$ cat src/rtl/digit_scroller_pkg.sv
// digit_scroller_pkg: shared widths, default rate and counter-width helper
package digit_scroller_pkg;
  localparam int DIGIT_W = 4;
  localparam int TICK_DIV_50MHZ_HALF_S = 25000000;
  function automatic int cw(input int n);
    int w;
    w = 1;
    while ((1 << w) < n) w++;
    return w;
  endfunction
endpackage

$ cat src/rtl/digit_scroller_tick_gen.sv
// tick_gen: enabled prescaler with synchronous clear and terminal-count pulse
module tick_gen
  import digit_scroller_pkg::*;
#(
  parameter int DIV = TICK_DIV_50MHZ_HALF_S
) (
  input  logic clk,
  input  logic rst,
  input  logic en,
  input  logic clr,
  output logic tc
);
  localparam int W = cw(DIV);
  logic [W-1:0] cnt;
  // terminal count only counts while enabled, so a paused counter never fires
  always_comb tc = en && (cnt == W'(DIV - 1));
  // count 0..DIV-1, hold while disabled, clear has priority over counting
  always_ff @(posedge clk)
    if (rst || clr) cnt <= '0;
    else if (en) cnt <= tc ? '0 : cnt + 1'b1;
endmodule

$ cat src/rtl/digit_scroller.sv
// digit_scroller: rotating window over a loaded digit sequence; optional DIGIT_SCROLLER_MANUAL_STEP_EN adds step_req
module digit_scroller
  import digit_scroller_pkg::*;
#(
  parameter int NUM_DIGITS = 6,
  parameter int SEQ_LEN = 8,
  parameter int TICK_DIV = TICK_DIV_50MHZ_HALF_S
) (
  input  logic clk,
  input  logic rst,
  input  logic [DIGIT_W*SEQ_LEN-1:0] seq_data,
  input  logic load,
  input  logic run,
  input  logic dir,
`ifdef DIGIT_SCROLLER_MANUAL_STEP_EN
  input  logic step_req,
`endif
  output logic [DIGIT_W*NUM_DIGITS-1:0] digits,
  output logic [3:0] pos,
  output logic tick
);
  logic [DIGIT_W*SEQ_LEN-1:0] seq_reg, seq_n;
  logic [DIGIT_W*NUM_DIGITS-1:0] digits_n;
  logic [3:0] pos_n;
  logic tick_n, tc, step;
  tick_gen #(.DIV(TICK_DIV)) u_tick (.clk(clk), .rst(rst), .en(run), .clr(load), .tc(tc));
  // next sequence/position, then the window is built from those so digits always matches pos
  always_comb begin
`ifdef DIGIT_SCROLLER_MANUAL_STEP_EN
    step = tc || (!run && step_req);
`else
    step = tc;
`endif
    seq_n = load ? seq_data : seq_reg;
    tick_n = !load && step;
    pos_n = load ? 4'd0 : !step ? pos : dir ? (pos == 4'd0 ? 4'(SEQ_LEN - 1) : pos - 4'd1) : (pos == 4'(SEQ_LEN - 1) ? 4'd0 : pos + 4'd1);
    digits_n = '0;
    for (int k = 0; k < NUM_DIGITS; k++)
      for (int j = 0; j < SEQ_LEN; j++)
        if ((int'(pos_n) + k) % SEQ_LEN == j) digits_n[k*DIGIT_W +: DIGIT_W] = seq_n[j*DIGIT_W +: DIGIT_W];
  end
  // all outputs registered
  always_ff @(posedge clk)
    if (rst) begin
      seq_reg <= '0;
      pos <= '0;
      digits <= '0;
      tick <= 1'b0;
    end else begin
      seq_reg <= seq_n;
      pos <= pos_n;
      digits <= digits_n;
      tick <= tick_n;
    end
endmodule
$ cat config.mk
export PLATFORM = sky130hd
export DESIGN_NAME = digit_scroller
export DESIGN_NICKNAME = d
export VERILOG_FILES = /design/src/rtl/digit_scroller_pkg.sv /design/src/rtl/digit_scroller_tick_gen.sv /design/src/rtl/digit_scroller.sv
export SDC_FILE = /design/constraint.sdc
export NUM_CORES = 1
export LEC_CHECK = 0
export CAP_MARGIN = 15
export CORE_MARGIN = 1
export CORE_UTILIZATION = 60
export CTS_CLUSTER_DIAMETER = 150
export DETAILED_ROUTE_END_ITERATION = 6
export GPL_TIMING_DRIVEN = 0
export HOLD_SLACK_MARGIN = 0.02
export PLACE_DENSITY_LB_ADDON = 0.25
export SLEW_MARGIN = 20
export SYNTH_ARGS = -nofsm -noshare
export SYNTH_HDL_FRONTEND = slang
export SYNTH_SLANG_ARGS = --single-unit
export TNS_END_PERCENT = 50
$ cat constraint.sdc
create_clock -name clk -period 8.9 [get_ports clk]
set_input_delay 1.78 -clock clk [delete_from_list [all_inputs] [get_ports clk]]
set_output_delay 1.78 -clock clk [all_outputs]
set_load 0.01 [all_outputs]
==> impl_summary.log, run 1 <==
INFO  metric largest_reg_flops = 32
INFO  metric floorplan.core_area = 8300 µm²
INFO  metric place_worst_setup_slack = 2.86 ns
INFO  metric setup-violations-final = 0
INFO  metric placement_rows = 33
INFO  metric totalNegativeSetupSlack = 0 ns
INFO  metric final_net_count = 754
INFO  metric clock_sinks = 86
INFO  metric crit_fanout = 10
INFO  metric critical_path_buf_inv_count = 4
INFO  metric n_fill_cell = 620
INFO  metric timing.critical_path.mode_cell = sky130_fd_sc_hd__nand2_1
INFO  metric synthesized_area_fraction_occupied_by_ao_oa_aoi_and_oai_cells = 24.8%
INFO  metric worstMarginPinSlew = 1.26 ns
INFO  metric finalWirelength = 18.7 mm
INFO  metric synth_warnings = 0
INFO  metric number_of_enable_flip_flop_cells_after_synthesis = 0
INFO  metric timing.critical_path.required = 9.16 ns
INFO  metric crit_path_cell_trace = clkdlybuf4s50_1 -> nand4_1 -> nor4_2 -> nand4b_1 -> nand2_1 -> nand2_1 -> inv_2 -> ha_1 -> clkbuf_1 -> clkbuf_1 -> nand2_1 -> o31ai_1 -> a31oi_1 -> o32ai_1
INFO  metric antenna_left = 0
INFO  metric timing.critical_path.arrival = 6.11 ns
INFO  metric start_util = 62.4%
INFO  metric hold_path_depth = 2
INFO  metric postSynth.topFlopCell = sky130_fd_sc_hd__dfxtp_1
INFO  metric timing.max_slew.rel_slack = 15.0%
INFO  metric clk_latency_worst_skew_pair = 0.37 ns
INFO  metric grt_start_max_net_pins = 16
INFO  metric place_hpwl = 13.4 mm
INFO  metric power.leakage = 2.20 nW
INFO  metric drc_errors = 3
INFO  metric slowest_stage = sky130_fd_sc_hd__nor4_2
INFO  metric reg2reg_from = u_tick.cnt[0]$_SDFFE_PP0P_
INFO  metric synth_simple_gate_area_share = 24.0%
INFO  metric synth_xor_area_share = 3.89%
INFO  metric post_synth_mux_area_share = 8.51%
INFO  metric pnr_worst_setup_slack = 3.05 ns
INFO  metric grt_antenna_before_repair = 0
INFO  metric holdCritStartpoint = u_tick.cnt[1]$_SDFFE_PP0P_
INFO  metric r2r.worst_path.cells = 14
INFO  metric cts.reportedPaths.clkPinSlew = 0.09 ns
INFO  metric io_pins = 66
INFO  metric number_of_storage_elements_in_the_synthesis_netlist = 86
INFO  metric detail_route.first_pass.iterations = 7
INFO  metric synth_area_leader_cell = sky130_fd_sc_hd__dfxtp_1
INFO  metric timing_worst_setup_path_type = primary input to register
INFO  metric route.detailed.vias_per_inst = 7.07
INFO  metric fmax = 0.171 GHz
INFO  metric vdd_ir_drop_max = 0.107 mV
INFO  metric min_path_type = register to register
INFO  metric most-common-layout-cells = 86 x sky130_fd_sc_hd__dfxtp_1, 77 x sky130_fd_sc_hd__nor2_1, 67 x sky130_fd_sc_hd__nand2_1, 63 x sky130_fd_sc_hd__clkdlybuf4s50_1, 29 x sky130_fd_sc_hd__a21oi_1
INFO  metric port_buffers = 63
INFO  metric outcome = finished with violations
INFO  metric synthAdderAreaFrac = 1.45%
INFO  metric global_route.usage.total = 42.0%
INFO  metric detailroute.via_count = 5801
INFO  metric power.density = 132 nW/µm²
INFO  metric ctsHtreeMaxLevel = 3
INFO  metric die_height = 94.9 µm
INFO  metric crit_cells = 14
INFO  metric most_common_cell_after_layout_fill_and_taps_aside = sky130_fd_sc_hd__dfxtp_1
INFO  metric syn_area_per_cell = 8.12 µm²
INFO  metric yosysTopAreaCellShare = 33.3%
INFO  metric worst_setup_path_end_kind = register
INFO  metric first_pass_grt_wire_length = 28.5 mm
INFO  metric max_cap_violations = 0
INFO  metric synth_top_family_by_area = compound AO/OA/AOI/OAI gates
INFO  metric syn-instance-count = 637
INFO  metric critPathLaunchType = primary input
INFO  metric floorplan.die_area = 9000 µm²
INFO  metric synthesis_to_finish_area_growth = 18.6%
INFO  metric tritoncts = done
INFO  metric timing.clock.skew = 0.0128 ns
INFO  metric cp_max_stage_delay = 0.76 ns
INFO  metric finalCriticalPeriod = 5.85 ns
INFO  metric overflow = 0
INFO  metric cts_made_buffers = 9
INFO  metric yosysSeqAreaShare = 33.3%
INFO  metric timing_max_transition_violations_final = 0
INFO  metric postSynthNetCount = 680
INFO  metric ys_async_sr_fraction = 0%
INFO  metric cts.path.max_buffers = 2
INFO  metric layout-drive-gt1-share = 7.96%
INFO  metric count_of_antenna_diodes_in_the_layout = 0
INFO  metric holdWs = 0.526 ns
INFO  metric launching_element_of_the_worst_setup_path = run
INFO  metric dieWidth = 94.9 µm
INFO  metric fin_crit_sh = 65.7%
INFO  metric grt_setup_unrepaired = false
INFO  metric initialDrtViolationCount = 814
INFO  metric globalplace.congestion = 1.02
INFO  metric failed_checks = design-rule violations
INFO  metric grt_pass1_vias = 5393
INFO  metric ctsResizeCount = 0
INFO  metric ctsHoldBuffers = 0
INFO  metric post-cts-setup-buffer-count = 0
INFO  metric p_total = 808 µW
INFO  metric cts_root_buffer = sky130_fd_sc_hd__clkbuf_8
INFO  metric cpLargestDelayFamily = simple AND/OR/NAND/NOR gates
INFO  metric route.detailed.wl_per_inst = 22.7 µm
INFO  metric finalHoldViolCount = 0
INFO  metric synth.area.top_cells = sky130_fd_sc_hd__dfxtp_1 33%, sky130_fd_sc_hd__nor2_1 5.6%, sky130_fd_sc_hd__mux2i_1 5.4%
INFO  metric synth_cell_types = 75
INFO  metric synth_area = 5170 µm²
power breakdown:
group | total [mW] | switching, mW | internal (mW)
combinational | 0.118 | 0.0663 | 0.0518
clock | 0.284 | 0.154 | 0.131
sequential | 0.406 | 0.00607 | 0.400
total | 0.808 | 0.226 | 0.582
worst reg2reg max path, stage by stage (launching register included):
cell and delay, ns:
sky130_fd_sc_hd__dfxtp_1 0.41, sky130_fd_sc_hd__ha_1 0.26, sky130_fd_sc_hd__nand2_1 0.12, sky130_fd_sc_hd__nor4_2 0.67, sky130_fd_sc_hd__nand4b_1 0.19, sky130_fd_sc_hd__nand2_1 0.32, sky130_fd_sc_hd__nand2_1 0.19, sky130_fd_sc_hd__inv_2 0.16
sky130_fd_sc_hd__ha_1 0.32, sky130_fd_sc_hd__clkbuf_1 0.46, sky130_fd_sc_hd__clkbuf_1 0.49, sky130_fd_sc_hd__nand2_1 0.12, sky130_fd_sc_hd__o31ai_1 0.09, sky130_fd_sc_hd__a31oi_1 0.08, sky130_fd_sc_hd__o32ai_1 0.30
synth_stat cells, types with 4 or more instances:
cell type,n
sky130_fd_sc_hd__o211ai_1,6
sky130_fd_sc_hd__nand4b_1,4
sky130_fd_sc_hd__a22oi_1,9
sky130_fd_sc_hd__xor2_1,15
sky130_fd_sc_hd__nand2_1,67
sky130_fd_sc_hd__a2111oi_0,8
sky130_fd_sc_hd__nor4_1,6
sky130_fd_sc_hd__nor2_1,77
sky130_fd_sc_hd__a221o_1,4
sky130_fd_sc_hd__xnor2_1,8
sky130_fd_sc_hd__and3_1,11
sky130_fd_sc_hd__a211oi_1,11
sky130_fd_sc_hd__nor3_1,12
sky130_fd_sc_hd__o21ai_0,23
sky130_fd_sc_hd__nand4_1,10
sky130_fd_sc_hd__a21oi_1,29
sky130_fd_sc_hd__inv_1,10
sky130_fd_sc_hd__a221oi_1,15
sky130_fd_sc_hd__nor2b_1,10
sky130_fd_sc_hd__dfxtp_1,86
sky130_fd_sc_hd__o221ai_1,5
sky130_fd_sc_hd__nand3_1,19
sky130_fd_sc_hd__buf_2,7
sky130_fd_sc_hd__clkbuf_1,28
sky130_fd_sc_hd__and2_1,5
sky130_fd_sc_hd__mux2i_1,28
sky130_fd_sc_hd__a211o_1,5
sky130_fd_sc_hd__buf_1,5
sky130_fd_sc_hd__o22ai_1,14
sky130_fd_sc_hd__nand2b_1,7
sky130_fd_sc_hd__mux2_2,13
sky130_fd_sc_hd__o31ai_1,4
sky130_fd_sc_hd__ha_1,6
sky130_fd_sc_hd__a31oi_1,11
cell families after synthesis:
kind of cell	after synthesis
simple gates	250
xor+xnor	23
compound gates	178
flops	86
mux	42
buf+inv	52
fa+ha+maj	6
per-layer routing:
| layer | share of wire [%] | track usage (%) | vias to the layer above | wire [µm] |
|---|---|---|---|---|
| met1 | 38 | 56.6 | 2665 | 7160 |
| li1 | - | - | 2526 | - |
| met4 | 5.0 | 22.2 | 0 | 932 |
| met2 | 43 | 61.3 | 506 | 7990 |
| met3 | 14 | 10.5 | 104 | 2570 |
| met5 | 0 | 0 | - | 0 |
through the flow:
step	cells	cell area [µm²]	utilization (%)
2_1_floorplan	637	5170	-
3_3_place_gp	805	5940	71.5
3_5_place_dp	805	5940	71.5
4_1_cts	821	6140	73.9
5_1_grt	821	6140	73.9
6_report	821	6140	73.9
area by class of cell:
type	instances	area (µm²)	share of cell area (%)
clock inverters	7	75.1	1.22
repair buffers	63	631	10.3
flip-flops and latches	86	1720	28.1
multi-input cells	499	3240	52.8
plain buffers	41	170	2.77
clock buffers	9	124	2.02
inverters	11	41.3	0.673
well taps	105	131	2.14
worst paths after layout:
kind | slack [ns] | endpoint
max reg2reg | 4.63 | digits[20]$_SDFF_PP0_
max | 3.05 | digits[20]$_SDFF_PP0_
min | 0.53 | u_tick.cnt[1]$_SDFFE_PP0P_
min reg2reg | 0.53 | u_tick.cnt[1]$_SDFFE_PP0P_
Power figures use the tool's default switching activity.
==> run 2, diff against run 1 <==
- CORE_UTILIZATION: 60 -> 56
- clock period: 8.9 -> 6.06 ns (I/O delays scaled with it)
==> impl_summary.log, run 2 (synthesis gave the netlist of run 1 again) <==
INFO  metric dp.cells = 808 (+0.37%)
INFO  metric min_path_type = register to register
INFO  metric cts.path.max_buffers = 2 (unchanged)
INFO  metric setup-violations-final = 0 (unchanged)
INFO  metric final_net_count = 754 (unchanged)
INFO  metric initialDrtViolationCount = 632 (-22%)
INFO  metric p_clk_share = 34.6% (-0.6 points)
INFO  metric seqPwrFrac = 50.7% (+0.5 points)
INFO  metric fin_crit_sh = 86.7%
INFO  metric grt_start_max_net_pins = 15 (-1)
INFO  metric totalNegativeSetupSlack = 0 ns (unchanged)
INFO  metric combPwrFrac = 14.8% (+0.2 points)
INFO  metric cts_root_buffer = sky130_fd_sc_hd__clkbuf_8
INFO  metric finalCriticalPeriod = 5.26 ns
INFO  metric stdcell_area = 6140 µm² (unchanged)
INFO  metric dieWidth = 98.1 µm (+3.4%)
INFO  metric vdd_ir_drop_max = 0.155 mV (+45%)
INFO  metric timing.critical_path.required = 6.32 ns (-2.84 ns)
INFO  metric overflow = 0 (unchanged)
INFO  metric multi_input_comb_area = 3240 µm² (unchanged)
INFO  metric grt_setup_unrepaired = false
INFO  metric route.detailed.vias_per_inst = 7.08 (+0.20%)
INFO  metric ctsHtreeMaxLevel = 3 (unchanged)
INFO  metric layout-drive-gt1-share = 7.96% (unchanged)
INFO  metric place_worst_setup_slack = 0.597 ns (-2.27 ns)
INFO  metric clk_latency_worst_skew_pair = 0.37 ns (about the same)
INFO  metric power_report.internal_total = 846 µW (+45%)
INFO  metric timing_worst_setup_path_type = primary input to register
INFO  metric worst_setup_path_end_kind = register
INFO  metric die_height = 98.1 µm (+3.4%)
INFO  metric ctsHoldBuffers = 0 (unchanged)
INFO  metric floorplan.die_area = 9630 µm² (+7.0%)
INFO  metric regArea = 1720 µm² (unchanged)
INFO  metric critPathLaunchType = primary input
INFO  metric route.detailed.wl_per_inst = 22.9 µm (+0.55%)
INFO  metric timing.reg2reg.setup_slack = 1.70 ns (-2.93 ns)
INFO  metric clock_sinks = 86 (unchanged)
INFO  metric antenna_left = 0 (unchanged)
INFO  metric max_cap_violations = 0 (unchanged)
INFO  metric detail_route.first_pass.iterations = 7 (unchanged)
INFO  metric tritoncts = done
INFO  metric power.share.switching = 28.1% (+0.11 points)
INFO  metric crit_fanout = 10 (unchanged)
INFO  metric detailroute.via_count = 5834 (+0.57%)
INFO  metric grt_antenna_before_repair = 0 (unchanged)
INFO  metric port_buffers = 63 (unchanged)
INFO  metric finalHoldViolCount = 0 (unchanged)
INFO  metric power_switching = 330 µW (+46%)
INFO  metric grt_pass1_vias = 5373 (-0.37%)
INFO  metric failed_checks = design-rule violations
INFO  metric global_route.usage.total = 38.3% (-3.7 points)
INFO  metric timing.critical_path.arrival = 5.52 ns (-0.59 ns)
INFO  metric most-common-layout-cells = 86 x sky130_fd_sc_hd__dfxtp_1, 77 x sky130_fd_sc_hd__nor2_1, 67 x sky130_fd_sc_hd__nand2_1, 63 x sky130_fd_sc_hd__clkdlybuf4s50_1, 29 x sky130_fd_sc_hd__a21oi_1
INFO  metric outcome = finished with violations
INFO  metric globalplace.congestion = 0.967 (-5.1%)
INFO  metric stdcell_count = 824 (+0.37%)
INFO  metric ctsResizeCount = 0 (unchanged)
INFO  metric worstMarginPinSlew = 1.27 ns (+0.00936 ns)
INFO  metric timing.max_slew.rel_slack = 14.4% (-0.63 points)
INFO  metric post-cts-setup-buffer-count = 0 (unchanged)
INFO  metric place_hpwl = 13.5 mm (+0.49%)
INFO  metric placement_rows = 34 (+3.0%)
INFO  metric floorplan.core_area = 8850 µm² (+6.6%)
INFO  metric n_fill_cell = 744 (+20%)
INFO  metric count_of_antenna_diodes_in_the_layout = 0 (unchanged)
INFO  metric io_pins = 66 (unchanged)
INFO  metric largest_reg_flops = 32 (unchanged)
INFO  metric timing_max_transition_violations_final = 0 (unchanged)
INFO  metric start_util = 58.5% (-3.9 points)
INFO  metric pnr_worst_setup_slack = 0.804 ns (-2.25 ns)
INFO  metric fmax = 0.190 GHz
INFO  metric timing.clock.skew = 0.0138 ns (+0.00104 ns)
INFO  metric power.leakage = 2.19 nW (-0.74%)
INFO  metric cts.reportedPaths.clkPinSlew = 0.10 ns (about the same)
INFO  metric finalWirelength = 18.8 mm (+0.92%)
INFO  metric most_common_cell_after_layout_fill_and_taps_aside = sky130_fd_sc_hd__dfxtp_1
INFO  metric drc_errors = 7 (+4)
INFO  metric cts_made_buffers = 9 (unchanged)
INFO  metric synthesis_to_finish_area_growth = 18.6% (unchanged)
INFO  metric post_dp_cell_area = 5940 µm² (about the same)
INFO  metric power.density = 192 nW/µm² (+46%)
INFO  metric first_pass_grt_wire_length = 28.7 mm (+0.56%)
run 2: changes by cell type in the layout (fill, tap and decap cells not counted):
cell,delta
sky130_fd_sc_hd__clkinv_4,-4
sky130_fd_sc_hd__bufinv_16,-1
sky130_fd_sc_hd__clkbuf_8,+3
sky130_fd_sc_hd__clkinv_2,-2
sky130_fd_sc_hd__clkinvlp_4,+4
run 2: worst max-delay path: stages:
cell,delay [ns]
sky130_fd_sc_hd__clkdlybuf4s50_1,0.58
sky130_fd_sc_hd__nand4_1,0.29
sky130_fd_sc_hd__nor4_2,0.74
sky130_fd_sc_hd__nand4b_1,0.20
sky130_fd_sc_hd__nand2_1,0.33
sky130_fd_sc_hd__nand2_1,0.18
sky130_fd_sc_hd__inv_2,0.16
sky130_fd_sc_hd__ha_1,0.33
sky130_fd_sc_hd__clkbuf_1,0.45
sky130_fd_sc_hd__clkbuf_1,0.51
sky130_fd_sc_hd__a22oi_1,0.19
sky130_fd_sc_hd__a211oi_1,0.33
run 2: per-layer routing:
metal | track usage (%) | share of wire (%)
met5 | 0 | 0
met4 | 19.5 | 4.9
met3 | 11.3 | 12
met2 | 56.6 | 42
met1 | 50.7 | 41
run 2: final cells by class:
type	count	share of cell area, %
Inverter	11	0.673
Tap cell	108	2.20
Sequential cell	86	28.1
Multi-Input combinational cell	499	52.8
Clock buffer	12	2.69
Timing Repair Buffer	63	10.3
Buffer	41	2.77
Clock inverter	4	0.489
run 2: worst paths after layout:
path,cells past startpoint,to,start
max reg2reg,9,digits[1]$_SDFF_PP0_,u_tick.cnt[15]$_SDFFE_PP0P_
max,12,digits[0]$_SDFF_PP0_,run
min,2,u_tick.cnt[1]$_SDFFE_PP0P_,u_tick.cnt[1]$_SDFFE_PP0P_
min reg2reg,2,u_tick.cnt[1]$_SDFFE_PP0P_,u_tick.cnt[1]$_SDFFE_PP0P_
run 2: power groups by stage:
stage                     Sequential, mW  Combinational [mW]  Clock (mW)
after CTS                          0.595               0.169       0.406
after global placement             0.607               0.165           0
after global routing               0.597               0.181       0.424
after detailed placement           0.608               0.167           0
after floorplan                    0.611              0.0875           0
final                              0.596               0.173       0.407
run 2: per-stage QoR:
step | power [mW] | hold slack [ns] | util, %
4_1_cts | 1.17 | 0.515 | 69.3
3_3_place_gp | 0.772 | 0.490 | 67.1
3_5_place_dp | 0.776 | 0.498 | 67.1
2_1_floorplan | 0.699 | 0.475 | -
6_report | 1.18 | 0.516 | 69.3
5_1_grt | 1.20 | 0.538 | 69.3
